## config.mk

```make
export PLATFORM = sky130hd
export DESIGN_NAME = multiaddr_req_scheduler
export DESIGN_NICKNAME = d
export VERILOG_FILES = /design/src/rtl/multiaddr_req_scheduler.sv
export SDC_FILE = /design/constraint.sdc
export NUM_CORES = 1
export LEC_CHECK = 0
export CORE_AREA = 2 2 39 41
export CTS_BUF_LIST = sky130_fd_sc_hd__clkbuf_8
export DETAILED_ROUTE_END_ITERATION = 8
export DIE_AREA = 0 0 41 43
export DONT_BUFFER_PORTS = 1
export GPL_TIMING_DRIVEN = 1
export PLACE_DENSITY_LB_ADDON = 0.25
export REMOVE_ABC_BUFFERS = 1
export SYNTH_ARGS = -nofsm -noshare
export SYNTH_HDL_FRONTEND = slang
export SYNTH_SLANG_ARGS = --single-unit
```

## constraint.sdc

```tcl
create_clock -name clk_i -period 2.8 [get_ports clk_i]
set_input_delay 0.56 -clock clk_i [delete_from_list [all_inputs] [get_ports clk_i]]
set_output_delay 0.56 -clock clk_i [all_outputs]
set_load 0.02 [all_outputs]
```

## src/rtl/multiaddr_req_scheduler.sv

```systemverilog
// multiaddr_req_scheduler: accepts one {addr, mask} multicast request, matches it
// against an address map of {addr, mask} rules and issues one downstream beat per
// matching rule, lowest rule index first. A request matching no rule yields a
// one-cycle err_o pulse instead.
// Optional build macro MULTIADDR_REQ_SCHEDULER_STATS_EN adds beat/error counters.
module multiaddr_req_scheduler #(
    parameter int unsigned NoRules  = 1,
    parameter type         addr_t   = logic,
    parameter type         rule_t   = logic,
    parameter int unsigned IdxWidth = (NoRules > 1) ? $clog2(NoRules) : 1
) (
    input  logic                clk_i,
    input  logic                rst_i,
    input  rule_t [NoRules-1:0] addr_map_i,
    input  logic                req_valid_i,
    output logic                req_ready_o,
    input  addr_t               req_addr_i,
    input  addr_t               req_mask_i,
    output logic                mst_valid_o,
    input  logic                mst_ready_i,
    output addr_t               mst_addr_o,
    output addr_t               mst_mask_o,
    output logic [IdxWidth-1:0] mst_idx_o,
    output logic                mst_last_o,
    output logic                err_o,
    output logic                busy_o
`ifdef MULTIADDR_REQ_SCHEDULER_STATS_EN
    ,
    output logic [31:0]         stat_beats_o,
    output logic [31:0]         stat_errs_o
`endif
);

    localparam int unsigned AW = $bits(addr_t);
    localparam int unsigned RW = $bits(rule_t);

    typedef enum logic [1:0] {IDLE, ISSUE, ERR} state_t;

    state_t               state_q, state_d;
    logic [NoRules-1:0]   pending_q, pending_d;
    addr_t                q_addr, q_mask;

    logic [NoRules*RW-1:0] map_flat;
    addr_t                 rule_addr [NoRules];
    addr_t                 rule_mask [NoRules];
    logic [NoRules-1:0]    match;

    logic                  found;
    logic [IdxWidth-1:0]   sel_idx;
    logic [NoRules-1:0]    sel_hot;
    addr_t                 sel_addr, sel_mask;
    logic                  last;
    logic                  accept;

    // Rules are packed {addr, mask}, so addr is the upper half of each rule;
    // slicing a flat copy keeps this legal for any rule_t, including scalars.
    assign map_flat = addr_map_i;

    // Split each rule into its fields and test the incoming request against it.
    always_comb begin
        rule_addr = '{default: '0};
        rule_mask = '{default: '0};
        match     = '0;
        for (int unsigned i = 0; i < NoRules; i++) begin
            rule_addr[i] = map_flat[i*RW + RW - 1 -: AW];
            rule_mask[i] = map_flat[i*RW + AW - 1 -: AW];
            match[i]     = &((req_mask_i | rule_mask[i]) | ~(req_addr_i ^ rule_addr[i]));
        end
    end

    // Pick the lowest pending rule as the beat currently on offer.
    always_comb begin
        found    = 1'b0;
        sel_idx  = '0;
        sel_hot  = '0;
        sel_addr = '0;
        sel_mask = '0;
        for (int unsigned i = 0; i < NoRules; i++) begin
            if (pending_q[i] && !found) begin
                found      = 1'b1;
                sel_idx    = IdxWidth'(i);
                sel_hot[i] = 1'b1;
                sel_addr   = rule_addr[i];
                sel_mask   = rule_mask[i];
            end
        end
    end

    assign last   = $onehot(pending_q);
    assign accept = (state_q == IDLE) && req_valid_i;

    // Next-state, pending update and output decode.
    always_comb begin
        state_d     = state_q;
        pending_d   = pending_q;
        req_ready_o = (state_q == IDLE);
        busy_o      = (state_q != IDLE);
        mst_valid_o = 1'b0;
        mst_idx_o   = '0;
        mst_addr_o  = '0;
        mst_mask_o  = '0;
        mst_last_o  = 1'b0;
        err_o       = 1'b0;
        unique case (state_q)
            IDLE: begin
                if (req_valid_i) begin
                    pending_d = match;
                    state_d   = (|match) ? ISSUE : ERR;
                end
            end
            ISSUE: begin
                mst_valid_o = 1'b1;
                mst_idx_o   = sel_idx;
                mst_mask_o  = q_mask & sel_mask;
                mst_addr_o  = (~q_mask & q_addr) | (q_mask & sel_addr);
                mst_last_o  = last;
                if (mst_ready_i) begin
                    pending_d = pending_q & ~sel_hot;
                    if (last) state_d = IDLE;
                end
            end
            ERR: begin
                err_o   = 1'b1;
                state_d = IDLE;
            end
            default: state_d = IDLE;
        endcase
    end

    // State register and captured request.
    always_ff @(posedge clk_i or posedge rst_i) begin
        if (rst_i) begin
            state_q   <= IDLE;
            pending_q <= '0;
            q_addr    <= '0;
            q_mask    <= '0;
        end else begin
            state_q   <= state_d;
            pending_q <= pending_d;
            if (accept) begin
                q_addr <= req_addr_i;
                q_mask <= req_mask_i;
            end
        end
    end

`ifdef MULTIADDR_REQ_SCHEDULER_STATS_EN
    // Free-running beat and error counters, wrapping at 2^32.
    always_ff @(posedge clk_i or posedge rst_i) begin
        if (rst_i) begin
            stat_beats_o <= '0;
            stat_errs_o  <= '0;
        end else begin
            if (mst_valid_o && mst_ready_i) stat_beats_o <= stat_beats_o + 32'd1;
            if (err_o)                      stat_errs_o  <= stat_errs_o + 32'd1;
        end
    end
`endif

endmodule

```

==> metrics.txt, run 1 <==
Startpoint Class register; sequential share of the synthesized area a little over two fifths; Area growth syn-to-layout 20.0%; synth warn 0; FP Rows 14; reg2reg path depth 3; Ports 15; clock root cell clkbuf_8; drt wl/cell approximately 12 um; mapped cell area 288 um2; worst setup margin around 690 ps; post-placement cell count 43; status finished clean; IO Port Bufs 0; worst slack, placed between 900 and 1000 ps; Initial Util about 21%; Antenna Nets Post-Route 0; Die ar. 0.00176 mm2; Power Total 393 uW; die width 41 um; area leader, netlist dfrtp_1; CTS tree built; initial antenna violation count 0; Hold Worst Slack about 130 ps; Max VDD drop ~210 uV; r2r endpoint q_addr; origin of the critical flop-to-flop path state_q[1]; # fillers about 150; Clock transition at path regs about 40 ps; synth top area cells dfrtp_1 (43%), mux2_2 (7.8%), nor2b_4 (4.8%); Worst EP arrival roughly 1600 ps; Setup-failing EPs final 0; crit-path max FO 6; CP peak stage delay 590 ps; Max-Cap Viols 0; Gate Count Post-Synth 28; largest net degree at the start of global routing 7; total inserted antenna cells 0; DP HPWL between 400 and 500 um; Die Ht ~43 um; first-pass GRT wire length around 850 um; Slew @ Worst Pin 674 ps; async set or reset register ratio after synthesis 100%; fin crit period 2110 ps; CP cell instances nor2b_4, a21boi_0; Vias/cell between 4 and 5; core footprint between 0.001 and 0.0015 mm2; mean post-synth cell area around 10 um2; CTS Hold Buffers Added 0; gr ovfl total 0; Bufs and invs on worst path 0; fmax roughly 470 MHz; share of post-route cells with drive strength above 1 between 30% and 40%; Post-Route Setup TNS 0 ps; Hold Crit Class primary input to async pin; Leakage roughly 0.00017 uW; final wirelength 557 um; CTS Sinks 5; clk_lat worst skew about 220 ps; # Post-CTS Setup Buffers 0; synth cell count leaders dfrtp_1 (5), inv_1 (2), mux2_2 (2), nand2_1 (2), nand3_1 (2); FF-to-FF setup slack about 1600 ps; clk buf depth 2; cell at the slowest stage of the critical path a21boi_0; final cell count without fillers 47; number of synthesized flops with an enable pin 0; via count 210; CTS buffer count 3; router iterations before antenna repair 1; most common cell in the netlist dfrtp_1; top-area cell type share of the netlist area between 40 and 50%; flip-flop and latch count after synthesis 5; RSZ-0062 raised after global routing no; DRT iter0 DRCs 0; Most used DFF post-synth dfrtp_1; CTS-repair resized insts 0; Yosys cell types 20; Tcrit/Tclk final between 70% and 80%; H-tree Lvls 1; NumNets Final 39; slew margin rel. a little over half; Layout Skew ~1.1 ps; Slew Viols, Final 0; GPL Wtd Cong just under 0.6; DRC Markers 0; CP delay by family, top compound AO/OA/AOI/OAI gates; Worst setup EP type output pin; critical path class register to output pin; total track usage under 10%; PwrDens around 1100 mW/mm2; final hold violations 0; vias in the first global route 223; WP data required between 2000 and 2500 ps
[cell families after synthesis]
group           after synthesis  share of synthesized area (%)
simple gates                 12                           29.6
compound gates                4                           9.13
other cells                   1                           1.30
buf+inv                       3                           5.22
flops                         5                           43.5
mux                           3                           11.3
[registers in the layout (all words and copies together), names as in the netlist]
register and cells:
state_q 2, q_addr 1, last 1, q_mask 1
[area by class of cell]
type                            count  area [um2]  area share [%]
Clock buffer                        3        41.3            12.0
Clock inverter                      1        3.75            1.09
Inverter                            2        7.51            2.17
Multi-Input combinational cell     20         148            42.8
Sequential cell                     5         125            36.2
Tap cell                           16        20.0            5.80
[per-layer routing]
layer	wire length (um)	GRT usage, %
met2	314	12.2
met5	0	0
met3	56	4.71
met1	185	5.86
met4	0	10.0
[cells in the final DEF (no fill, tap or decap), drive strengths merged]
| cell | count |
|---|---|
| a311oi | 1 |
| nor2 | 2 |
| dfrtp | 5 |
| and3 | 1 |
| conb | 1 |
| nor2b | 1 |
| nand2 | 2 |
| inv | 3 |
| a21boi | 1 |
| and2 | 1 |
| nand2b | 1 |
| or3b | 1 |
| mux2i | 1 |
| o21ai | 1 |
| nand3 | 2 |
| and2b | 1 |
| clkbuf | 3 |
| a21oi | 1 |
| mux2 | 2 |
[per-stage QoR]
step	utilization, %	cell area [um2]
final	25.0	345
after global placement	21.7	300
after global routing	25.0	345
after floorplan	-	280
after CTS	25.0	345
after detailed placement	21.7	300
[worst max-delay path by stage]
stage	slack, ps	start	end	cells past startpoint
2_1_floorplan	990	state_q[0]	mst_addr_o	2
3_3_place_gp	930	state_q[0]	mst_addr_o	2
3_5_place_dp	910	state_q[0]	mst_addr_o	2
4_1_cts	670	state_q[0]	mst_addr_o	2
5_1_grt	620	state_q[0]	mst_addr_o	2
6_report	690	state_q[0]	mst_addr_o	2
[power breakdown]
part	total [uW]	leakage, uW	switching (uW)	internal, uW
sequential	126	0.0000609	27.4	99.1
clock	131	0.0000269	37.3	94.2
combinational	135	0.0000812	81.0	53.9
total	393	0.000169	146	247
Note: power is estimated with default switching activity, not from simulation.
==> inputs of run 2 (changes only) <==
==> constraint.sdc (replaced) <==
create_clock -name clk_i -period 2 [get_ports clk_i]
set_input_delay 0.4 -clock clk_i [delete_from_list [all_inputs] [get_ports clk_i]]
set_output_delay 0.4 -clock clk_i [all_outputs]
set_load 0.02 [all_outputs]
==> run 2 against run 1 <==
Effect of this change: core utilization rose by 1.3 points; cell area rose by 5.1%; register-to-register slack got worse by 790 ps; critical path type unchanged; critical endpoint is now mst_mask_o; largest cell class unchanged; largest power group unchanged; highest routed layer is now met4.
==> metrics.txt, run 2 (synthesis gave the netlist of run 1 again) <==
total inserted antenna cells 0; Worst setup EP type output pin; Hold Worst Slack 303 ps; RSZ-0062 raised after global routing no; clk buf depth 2; drt wl/cell around 12 um; Final Cell Area 363 um2; Setup-failing EPs final 0; via count around 220; final hold violations 0; CTS Sinks 5; most frequent cells in the layout dfrtp_1 (5), inv_1 (3), clkbuf_8 (3); IO Port Bufs 0; GPL Wtd Cong 0.599; CTS tree built; Leakage around 0.00018 uW; NumNets Final slightly above 40; Hold Crit Class primary input to register; H-tree Lvls 1; first-pass GRT wire length a little over 900 um; Slew Viols, Final 0; router iterations before antenna repair 4; gr ovfl total 0; total track usage a little under a tenth; WP data required 1600 ps; Layout Skew 0.252 ps; Die Ht ~43 um; fin crit period about 1900 ps; Ports 15; Tcrit/Tclk final between 90% and 100%; DRT iter0 DRCs 2; core footprint between 0.001 and 0.0015 mm2; initial antenna violation count 0; clock root cell clkbuf_8; clk_lat worst skew ~220 ps; FP Rows 14; Worst EP arrival about 1500 ps; final core occ a little over a quarter; critical path class register to output pin; Max-Cap Viols 0; Max VDD drop around 310 uV; DP HPWL roughly 480 um; share of post-route cells with drive strength above 1 33.3%; CTS buffer count 3; Initial Util roughly 21%; fmax about 540 MHz; Die ar. between 0.0015 and 0.002 mm2; placed inst area 308 um2; DRC Markers 0; die width just over 40 um; Clock transition at path regs 30 ps; Area growth syn-to-layout 26.1%; Antenna Nets Post-Route 0; Post-Route Setup TNS 0 ps; max FFs per register 2; # Post-CTS Setup Buffers 0; final wirelength between 500 and 600 um; largest net degree at the start of global routing 7; Vias/cell between 4 and 5; crit-path max FO 6; status finished clean; Startpoint Class register; vias in the first global route about 210; commonest non-fill, non-tap cell in the layout dfrtp_1; Largest Register state_q; PwrDens between 1500 and 2000 mW/mm2
-- run 2: cell count changes in the layout (fill, tap and decap cells not counted), sizes merged --
| cell | before | now |
|---|---|---|
| dlygate4sd3 | 0 | 1 |
| buf | 0 | 1 |
-- run 2: where the power goes --
group | internal [uW] | leakage, uW | switching (uW)
logic | 91.2 | 0.0000905 | 117
registers | 139 | 0.0000609 | 38.7
clock network | 132 | 0.0000269 | 51.2
-- run 2: critical path, stage by stage (launching register included) --
cell and delay [ps]:
dfrtp_1 460, nor2b_4 280, and2_4 210, and3_1 280
-- run 2: metal layers --
metal  up-vias  share of wire, %  global-route usage (%)
li1        103                 -                       -
met1        98                30                    7.26
met2        12                53                    13.1
met3         5               9.9                    3.14
met4         0               7.1                    14.0
met5         -                 0                       0
-- run 2: layout make-up --
type / count / area, um2
flip-flops and latches: 5 / 125
fillers: 154 / 1020
well taps: 16 / 20.0
multi-input cells: 20 / 148
inverters: 2 / 7.51
clock buffers: 3 / 41.3
repair buffers: 2 / 17.5
clock inverters: 1 / 3.75
-- run 2: path summary, 6_finish.rpt --
check,from,end,slack (ps),depth (start not counted)
setup reg to reg,state_q[1],q_mask,770,3
hold reg to reg,q_addr,q_addr,500,1
min in group asynchronous,rst_i,last,520,2
hold / removal,mst_ready_i,state_q[0],300,1
setup / recovery,state_q[0],mst_mask_o,140,3
max in group asynchronous,rst_i,state_q[0],1300,2
-- run 2: through the flow --
step | worst slack [ps] | total power (uW) | std cells
2_1_floorplan | 354 | 346 | 27
3_3_place_gp | 369 | 384 | 44
3_5_place_dp | 362 | 390 | 44
4_1_cts | 116 | 579 | 49
5_1_grt | 48.6 | 609 | 49
6_report | 136 | 569 | 49
-- run 2: timing repair --
item / 4_1_cts / 5_1_grt
hold buffers: 1 / 0
endpoints found under the hold margin: 5 / 0
resized for setup: 0 / 0
==> inputs of run 3 (changes only) <==
--- a/config.mk
+++ b/config.mk
@@ -5,10 +5,10 @@
 export SDC_FILE = /design/constraint.sdc
 export NUM_CORES = 1
 export LEC_CHECK = 0
-export CORE_AREA = 2 2 39 41
+export CORE_AREA = 3 3 40 42
 export CTS_BUF_LIST = sky130_fd_sc_hd__clkbuf_8
 export DETAILED_ROUTE_END_ITERATION = 8
-export DIE_AREA = 0 0 41 43
+export DIE_AREA = 0 0 43 45
 export DONT_BUFFER_PORTS = 1
 export GPL_TIMING_DRIVEN = 1
 export PLACE_DENSITY_LB_ADDON = 0.25
==> run 3 against run 2 <==
Effect of this change: total power about the same; routed wire length increased by 7.1%; non-clock buffer count stayed put; fmax shrank 0.72%; global-route usage shrank 1.0 points; flip-flop and latch count unchanged; cell area decreased by 0.34%; clock skew increased by 2.9 ps; clock power about the same; core utilization grew 1.9 points; largest power group unchanged; highest routed layer unchanged.
==> metrics.txt, run 3 (synthesis gave the netlist of run 1 again) <==
status finished clean; cell at the slowest stage of the critical path dfrtp_1; clk buf depth 2; RSZ-0062 raised after global routing no; GPL Wtd Cong between 0.6 and 0.7; Max-Cap Viols 0; Startpoint Class register; CP peak stage delay between 400 and 500 ps; most frequent cells in the layout dfrtp_1 (5), inv_1 (3), clkbuf_8 (3); switching share of total power 36.5%; # Post-CTS Setup Buffers 0; Die ar. around 0.0019 mm2; via count between 200 and 250; IO Port Bufs 0; Worst Hold Depth 1; first-pass GRT wire length between 1 and 1.5 mm; Die Ht 45 um; PwrDens ~1600 mW/mm2; grt met2 use approximately 13%; DRT iter0 DRCs 1; total track usage 8.19%; area of the multi-input gates approximately 150 um2; commonest non-fill, non-tap cell in the layout dfrtp_1; clock root cell clkbuf_8; max FFs per register 2; fin crit period ~1900 ps; Area growth syn-to-layout 25.7%; grt met3 use under 10%; DP HPWL approximately 510 um; Antenna Nets Post-Route 0; Power Total about 570 uW; final wirelength just over 600 um; Post-Route Setup TNS 0 ps; critical path class register to output pin; Slew Viols, Final 0; Clock transition at path regs around 40 ps; reg2reg path depth 3; met1 Use GR 6.10%; Clock power frac roughly a third; Ports 15; CP delay by family, top simple AND/OR/NAND/NOR gates; GRT busiest layer met2; final hold violations 0; CTS buffer count 3; core footprint 0.00128 mm2; router iterations before antenna repair 2; CP cell instances nor2b_4, and2_4, and3_1; CTS Sinks 5; Max VDD drop between 300 and 400 uV; H-tree Lvls 1; worst slack, placed around 350 ps; worst setup margin 122 ps; Initial Util between 20% and 30%; Vias/cell 4.71; Final Cell Area ~360 um2; NetSw 207 uW; Tcrit/Tclk final 93.9%; drt wl/cell ~13 um; CTS tree built; clk_lat worst skew approximately 220 ps; fmax approximately 530 MHz; Bufs and invs on worst path 0; Setup-failing EPs final 0; P_int 361 uW; Reg area about 130 um2; Sequential Power Share a little under a third; largest net degree at the start of global routing 7; NumNets Final between 40 and 50; # fillers 147; FP Rows 13; DRC Markers 0; Levels on crit path 3; Worst EP arrival between 1000 and 1500 ps; Logic pwr share approximately 37%; Leakage ~0.00018 uW; gr ovfl total 0; Largest Register state_q; vias in the first global route 238; Hold Crit Class primary input to register; Worst setup EP type output pin; initial antenna violation count 0; die width ~43 um; crit-path max FO 6; share of post-route cells with drive strength above 1 33.3%; Layout Skew 3.14 ps; WP data required 1600 ps; placed inst area slightly above 300 um2; total inserted antenna cells 0
run 3: cell counts in the layout (fill, tap and decap cells not counted):
No cell type changed its count.
run 3: area by class of cell:
class	count	share of cell area (%)
multi-input combinational	20	40.8
clock inverter	1	1.04
sequential	5	34.6
inverter	2	2.08
timing repair buffer	2	4.84
tap	15	5.19
clock buffer	3	11.4
run 3: worst register-to-register path: cells and delay by family (launching register included):
family / cells / cell delay, ps
mux: 1 / 290
flops: 1 / 450
simple gates: 2 / 380
run 3: stage by stage:
stage,instances,hold slack (ps),util (%)
final,48,298,28.1
after detailed placement,43,210,23.9
after global routing,48,322,28.1
after global placement,43,201,23.9
after CTS,48,295,28.1
after floorplan,27,179,-
run 3: routing by layer:
| metal | wire [um] | up-vias |
|---|---|---|
| li1 | - | 102 |
| met4 | 19 | 0 |
| met5 | 0 | - |
| met1 | 191 | 107 |
| met3 | 84 | 3 |
| met2 | 321 | 14 |
run 3: what timing repair did:
| action | in CTS | in global routing |
|---|---|---|
| hold buffers | 1 | 0 |
| endpoints found under the hold margin | 5 | 0 |
| resized for setup | 0 | 0 |
run 3: power groups by stage:
stage                     Sequential, uW  Clock (uW)  Combinational (uW)
after floorplan                      170           0                 176
after CTS                            181         185                 213
after global placement               178           0                 207
final                                179         180                 209
after detailed placement             180           0                 210
after global routing                 190         187                 228
run 3: path summary, 6_finish.rpt:
path                                   from         end  slack [ps]
worst max-delay path             state_q[0]  mst_mask_o         120
max in group asynchronous             rst_i  state_q[1]        1290
min in group asynchronous             rst_i  state_q[0]         530
worst min register to register       q_addr      q_addr         520
worst min-delay path            mst_ready_i  state_q[0]         300
worst max register to register   state_q[1]      q_addr         760
